## src/rtl/shot_rising_ctrl_if.sv

```systemverilog
// Signal bundle between the rising-shot controller and its surroundings.
// The master side is the controller; the slave side is player input, aliens and VGA.
interface shot_rising_ctrl_if;
    logic       fire;
    logic [2:0] playerCol;
    logic [5:0] alienY;
    logic [7:0] alienMask;
    logic       gameOver;
    logic       drawDone;
    logic       drawReq;
    logic       drawColour;
    logic [2:0] shotX;
    logic [5:0] shotY;
    logic       active;
    logic       hit;
    logic [2:0] hitCol;
    logic       miss;

    modport master (
        input  fire, playerCol, alienY, alienMask, gameOver, drawDone,
        output drawReq, drawColour, shotX, shotY, active, hit, hitCol, miss
    );

    modport slave (
        output fire, playerCol, alienY, alienMask, gameOver, drawDone,
        input  drawReq, drawColour, shotX, shotY, active, hit, hitCol, miss
    );
endinterface

```

## src/rtl/shot_rising_ctrl.sv

```systemverilog
// Player shot controller: launches from the player column, steps up one row per period,
// draws/erases through the VGA request/done handshake and reports hit or miss.
module shot_rising_ctrl #(
    parameter int unsigned CLOCK_FREQUENCY = 50000000,
    parameter int unsigned STEP_CYCLES     = CLOCK_FREQUENCY / 3,
    parameter logic [5:0]  Y_START         = 6'd58
) (
    input logic                clk,
    input logic                Reset,
    shot_rising_ctrl_if.master bus_io
);

    typedef enum logic [2:0] {
        StIdle,
        StDraw,
        StWait,
        StErase,
        StMove,
        StCheck
    } state_e;

    state_e      state_q;
    logic [31:0] cnt_q;
    logic        draw_req_q;
    logic        draw_colour_q;
    logic [2:0]  shot_x_q;
    logic [5:0]  shot_y_q;
    logic        active_q;
    logic        hit_q;
    logic [2:0]  hit_col_q;
    logic        miss_q;

    always_ff @(posedge clk) begin
        if (Reset) begin
            state_q       <= StIdle;
            cnt_q         <= '0;
            draw_req_q    <= 1'b0;
            draw_colour_q <= 1'b0;
            shot_x_q      <= '0;
            shot_y_q      <= '0;
            active_q      <= 1'b0;
            hit_q         <= 1'b0;
            hit_col_q     <= '0;
            miss_q        <= 1'b0;
        end else begin
            hit_q  <= 1'b0;
            miss_q <= 1'b0;
            unique case (state_q)
                StIdle: begin
                    if (bus_io.fire && !bus_io.gameOver) begin
                        shot_x_q      <= bus_io.playerCol;
                        shot_y_q      <= Y_START;
                        draw_req_q    <= 1'b1;
                        draw_colour_q <= 1'b1;
                        active_q      <= 1'b1;
                        state_q       <= StDraw;
                    end
                end
                StDraw: begin
                    if (bus_io.drawDone) begin
                        draw_req_q <= 1'b0;
                        cnt_q      <= STEP_CYCLES - 32'd1;
                        state_q    <= StWait;
                    end
                end
                StWait: begin
                    // Abort on gameOver still erases the pixel before going idle.
                    if (bus_io.gameOver || cnt_q == '0) begin
                        draw_req_q    <= 1'b1;
                        draw_colour_q <= 1'b0;
                        state_q       <= StErase;
                    end else begin
                        cnt_q <= cnt_q - 32'd1;
                    end
                end
                StErase: begin
                    if (bus_io.drawDone) begin
                        draw_req_q <= 1'b0;
                        if (bus_io.gameOver) begin
                            active_q <= 1'b0;
                            state_q  <= StIdle;
                        end else begin
                            state_q <= StMove;
                        end
                    end
                end
                StMove: begin
                    if (shot_y_q == '0) begin
                        miss_q   <= 1'b1;
                        active_q <= 1'b0;
                        state_q  <= StIdle;
                    end else begin
                        shot_y_q <= shot_y_q - 6'd1;
                        state_q  <= StCheck;
                    end
                end
                StCheck: begin
                    // The hit row is never drawn; alien removal belongs to the alien side.
                    if (shot_y_q == bus_io.alienY && bus_io.alienMask[shot_x_q]) begin
                        hit_q     <= 1'b1;
                        hit_col_q <= shot_x_q;
                        active_q  <= 1'b0;
                        state_q   <= StIdle;
                    end else begin
                        draw_req_q    <= 1'b1;
                        draw_colour_q <= 1'b1;
                        state_q       <= StDraw;
                    end
                end
                default: state_q <= StIdle;
            endcase
        end
    end

    assign bus_io.drawReq    = draw_req_q;
    assign bus_io.drawColour = draw_colour_q;
    assign bus_io.shotX      = shot_x_q;
    assign bus_io.shotY      = shot_y_q;
    assign bus_io.active     = active_q;
    assign bus_io.hit        = hit_q;
    assign bus_io.hitCol     = hit_col_q;
    assign bus_io.miss       = miss_q;

endmodule

```

## src/flat_wrapper.sv

```systemverilog
// flat-port wrapper written by rule: the top's interface ports become plain ports
module shot_rising_ctrl_flat 
#(
    parameter int unsigned CLOCK_FREQUENCY = 50000000,
    parameter int unsigned STEP_CYCLES     = CLOCK_FREQUENCY / 3,
    parameter logic [5:0]  Y_START         = 6'd58
)
  (clk, Reset, bus_io_fire, bus_io_playerCol, bus_io_alienY, bus_io_alienMask, bus_io_gameOver, bus_io_drawDone, bus_io_drawReq, bus_io_drawColour, bus_io_shotX, bus_io_shotY, bus_io_active, bus_io_hit, bus_io_hitCol, bus_io_miss);
  shot_rising_ctrl_if bus_io_i ();
  input logic clk;
  input logic Reset;
  input wire logic [$bits(bus_io_i.fire)-1:0] bus_io_fire;
  input wire logic [$bits(bus_io_i.playerCol)-1:0] bus_io_playerCol;
  input wire logic [$bits(bus_io_i.alienY)-1:0] bus_io_alienY;
  input wire logic [$bits(bus_io_i.alienMask)-1:0] bus_io_alienMask;
  input wire logic [$bits(bus_io_i.gameOver)-1:0] bus_io_gameOver;
  input wire logic [$bits(bus_io_i.drawDone)-1:0] bus_io_drawDone;
  output wire logic [$bits(bus_io_i.drawReq)-1:0] bus_io_drawReq;
  output wire logic [$bits(bus_io_i.drawColour)-1:0] bus_io_drawColour;
  output wire logic [$bits(bus_io_i.shotX)-1:0] bus_io_shotX;
  output wire logic [$bits(bus_io_i.shotY)-1:0] bus_io_shotY;
  output wire logic [$bits(bus_io_i.active)-1:0] bus_io_active;
  output wire logic [$bits(bus_io_i.hit)-1:0] bus_io_hit;
  output wire logic [$bits(bus_io_i.hitCol)-1:0] bus_io_hitCol;
  output wire logic [$bits(bus_io_i.miss)-1:0] bus_io_miss;
  assign bus_io_i.fire = bus_io_fire;
  assign bus_io_i.playerCol = bus_io_playerCol;
  assign bus_io_i.alienY = bus_io_alienY;
  assign bus_io_i.alienMask = bus_io_alienMask;
  assign bus_io_i.gameOver = bus_io_gameOver;
  assign bus_io_i.drawDone = bus_io_drawDone;
  assign bus_io_drawReq = bus_io_i.drawReq;
  assign bus_io_drawColour = bus_io_i.drawColour;
  assign bus_io_shotX = bus_io_i.shotX;
  assign bus_io_shotY = bus_io_i.shotY;
  assign bus_io_active = bus_io_i.active;
  assign bus_io_hit = bus_io_i.hit;
  assign bus_io_hitCol = bus_io_i.hitCol;
  assign bus_io_miss = bus_io_i.miss;
  shot_rising_ctrl #(.CLOCK_FREQUENCY(CLOCK_FREQUENCY), .STEP_CYCLES(STEP_CYCLES), .Y_START(Y_START)) u_core (.clk(clk), .Reset(Reset), .bus_io(bus_io_i));
endmodule
```

## config.mk

```make
export PLATFORM = sky130hd
export DESIGN_NAME = shot_rising_ctrl_flat
export DESIGN_NICKNAME = d
export VERILOG_FILES = /design/src/rtl/shot_rising_ctrl_if.sv /design/src/rtl/shot_rising_ctrl.sv /design/src/flat_wrapper.sv
export SDC_FILE = /design/constraint.sdc
export NUM_CORES = 1
export LEC_CHECK = 0
export ABC_CLOCK_PERIOD_IN_PS = 6300
export BUFFER_PORTS_ARGS = -buffer_cell sky130_fd_sc_hd__buf_2
export CELL_PAD_IN_SITES_DETAIL_PLACEMENT = 0
export CELL_PAD_IN_SITES_GLOBAL_PLACEMENT = 1
export CORE_MARGIN = 2
export CORE_UTILIZATION = 35
export CTS_CLUSTER_SIZE = 24
export DETAILED_ROUTE_END_ITERATION = 8
export GPL_ROUTABILITY_DRIVEN = 1
export GPL_TIMING_DRIVEN = 1
export PLACE_DENSITY_LB_ADDON = 0.1
export SYNTH_ARGS = -nofsm -noshare
export SYNTH_HDL_FRONTEND = slang
export SYNTH_SLANG_ARGS = --single-unit
```

## constraint.sdc

```tcl
create_clock -name clk -period 6.3 [get_ports clk]
set_clock_uncertainty 0.1 [all_clocks]
set_input_delay 0.63 -clock clk [delete_from_list [all_inputs] [get_ports clk]]
set_output_delay 0.63 -clock clk [all_outputs]
set_load 0.05 [all_outputs]
```

==> results_dict.tcl <==
set metrics [dict create \
    outcome "completed" \
    timing.final.ws_setup_ns 3.331 \
    synth_commonest_cells "dfxtp_1, a21oi_1, nand2_1" \
    syn_area_per_cell_sq_um 8.556 \
    yosysTopAreaCellShare 0.3643 \
    drtAntennaViolNets 0 \
    p_leak_nw 1.157 \
    switching_power_mw 1.058 \
    initial_core_util 0.3660 \
    yosys.area_share.adder 0.008757 \
    period_share 0.4713 \
    row_count 32 \
    setup_violations 0 \
    pre_cts_slack_ns 3.227 \
    wl_per_cell_um 16.02 \
    report.final.slew_viol_count 0 \
    async_reset_ff_frac 0 \
    clockPowerShare 0.106 \
    cp_data_required_time_ns 6.45 \
    grt_usage 0.1787 \
    ys_ff_latch 52 \
    cts_root_buf "clkbuf_8" \
    diodes 0 \
    drt_pass1_iterations 5 \
    grt_max_degree 32 \
    ctsLongestPathBuffers 2 \
    fmax_ghz 0.3368 \
    dieHeight_um 94.36 \
    die_area_sq_um 8904 \
    synth_nets 358 \
    hold_ws_ns 0.3736 \
    drtIter0Drc 158 \
    hp-class "reg -> reg" \
    fin_area_sq_um 3196 \
    synthMuxAreaShare 0.03984 \
    worstSetupPathType "reg -> reg" \
    ctsResizeCount 0 \
    synth_area_sq_um 2858 \
    holdBufCountCts 0 \
    numCtsBuffers 5 \
    fin_tns_setup_ns 0 \
    synth_cell_types 57 \
    wl_um 7467 \
    min_period_ns 2.969 \
    startpoint_type "flip-flop" \
    htree_levels 2 \
    rsz0062_at_grt "no" \
    drive_gt1_frac 0.1731 \
    layout.nets 387 \
    synth_edf_count 0 \
    synth_top_family_by_area "simple AND/OR/NAND/NOR gates" \
    drc 0 \
    vias_per_cell 5.676 \
    clk_latency_ns 0.32 \
    ios 39 \
    ys_seq_area_frac 0.3643 \
    antenna_found_initial 0 \
    synth_compound_gate_area_share 0.2045 \
    final_hold_viol_count 0 \
    end_kind "flip-flop" \
    synth_area_leaders "dfxtp_1, a21oi_1, or4_1" \
    post_synth_xor_area_fraction 0.02758 \
    synth-simple-area-share 0.3192 \
    area_growth_pct 11.82 \
    intPower_uw 949.5 \
    post_cts_buffers 0 \
    p_comb_frac 0.623 \
    swShare 0.5271 \
    cts_tree "done" \
    drv_cap 0 \
    synth.most_common_cell "dfxtp_1" \
    path_clk_slew_ns 0.10 \
    yosysTopAreaCell "dfxtp_1" \
    grt_first_pass_wirelength_um 12680 \
    placed_area_sq_um 3099 \
    netlist_instances 334 \
    cts_sinks 52 \
    die_w_um 94.36 \
    core-area_sq_um 7807 \
    slew-limit-headroom 0.2665 \
    ir_worst_vdd_v 0.0002531 \
    ys_warn_count 0 \
    pwr-share-seq 0.271 \
    cp_max_fo 17 \
    tightestPinTransition_ns 1.090 \
    synth-main-ff-cell "dfxtp_1" \
    p_total_mw 2.008 \
    hpwl_um 5344 \
    place_congestion 0.7737 \
    cp.arrival_ns 3.12 \
    grt_pass1_vias 2464 \
    portBuffers 38 \
    power_density_nw_per_um2 628.3 \
    num_vias 2645 \
    grt-ovfl-total 0 \
]
==> registers in the layout, indices dropped and copies added, names as in the netlist <==
name / count
u_core.bus_io.drawReq: 1
u_core.bus_io.hitCol: 3
u_core.state_q: 3
u_core.bus_io.drawColour: 1
u_core.bus_io.hit: 1
u_core.bus_io.shotX: 3
u_core.bus_io.active: 1
u_core.bus_io.shotY: 6
u_core.bus_io.miss: 1
u_core.cnt_q: 32
==> layout by cell type (no fill, tap or decap), types with 4 or more instances in the layout <==
master,synthesis,layout
xnor2_1,6,6
nand2_1,25,25
nand2b_1,8,8
nor4_1,8,8
nand3b_1,4,4
mux2i_1,8,8
or3_1,17,17
nor3_1,11,11
o21ai_0,12,12
nor2b_1,5,5
nor2_1,16,16
inv_1,7,7
a31oi_1,10,10
nand3_1,8,8
o31ai_1,11,11
buf_2,1,38
a21oi_1,29,29
dfxtp_1,52,52
or4_1,19,19
clkbuf_8,0,6
==> worst max-delay path: stages (launching register included) <==
cell      delay [ns]
dfxtp_1         0.64
or3b_1          0.43
a21oi_1         0.69
nand4b_1        0.44
nor4_1          0.36
mux2i_1         0.23
==> logic make-up (layout without fill, tap and decap cells) <==
kind of cell | after synthesis | in the layout
buffers and inverters | 23 | 53
muxes | 10 | 10
and+or+nand+nor | 148 | 148
AOI/OAI and AO/OA | 90 | 90
DFF | 52 | 52
adders and majority gates | 2 | 2
xor gates and xnor gates | 9 | 9
==> final timing paths <==
kind | start | endpoint | slack [ns] | depth (start not counted)
min reg2reg | u_core.cnt_q[25] | u_core.cnt_q[25] | 0.37 | 2
max | u_core.state_q[1] | u_core.cnt_q[27] | 3.33 | 5
max reg2reg | u_core.state_q[1] | u_core.cnt_q[27] | 3.33 | 5
min | u_core.cnt_q[25] | u_core.cnt_q[25] | 0.37 | 2
==> per-layer routing <==
metal,vias up,global-route usage,routed length (um),part of all wire
met5,-,0,0,0
met4,0,0.04348,58,0.0078
met3,6,0.02314,187,0.025
met2,39,0.2696,3240,0.43
met1,1257,0.2692,3980,0.53
li1,1343,-,-,-
==> stage by stage <==
step	cells	util
floorplan	334	-
global placement	458	0.3970
detailed placement	458	0.3970
CTS	466	0.4093
global route	466	0.4093
finish	466	0.4093
==> power by group through the flow <==
stage          clock network [mW]  registers (mW)  logic, mW
6_report                    0.213           0.545       1.25
5_1_grt                     0.234           0.565       1.39
4_1_cts                     0.219           0.542       1.25
3_5_place_dp                    0           0.550       1.25
3_3_place_gp                    0           0.550       1.24
2_1_floorplan                   0           0.554      0.982
==> final cells by class <==
type / instances / area, sq um
repair buffers: 38 / 190.2
clock buffers: 6 / 82.58
fillers: 816 / 4612
flip-flops and latches: 52 / 1041
clock inverters: 2 / 13.76
well taps: 102 / 127.6
inverters: 7 / 26.28
multi-input cells: 259 / 1714
(Power assumes the default switching activity.)
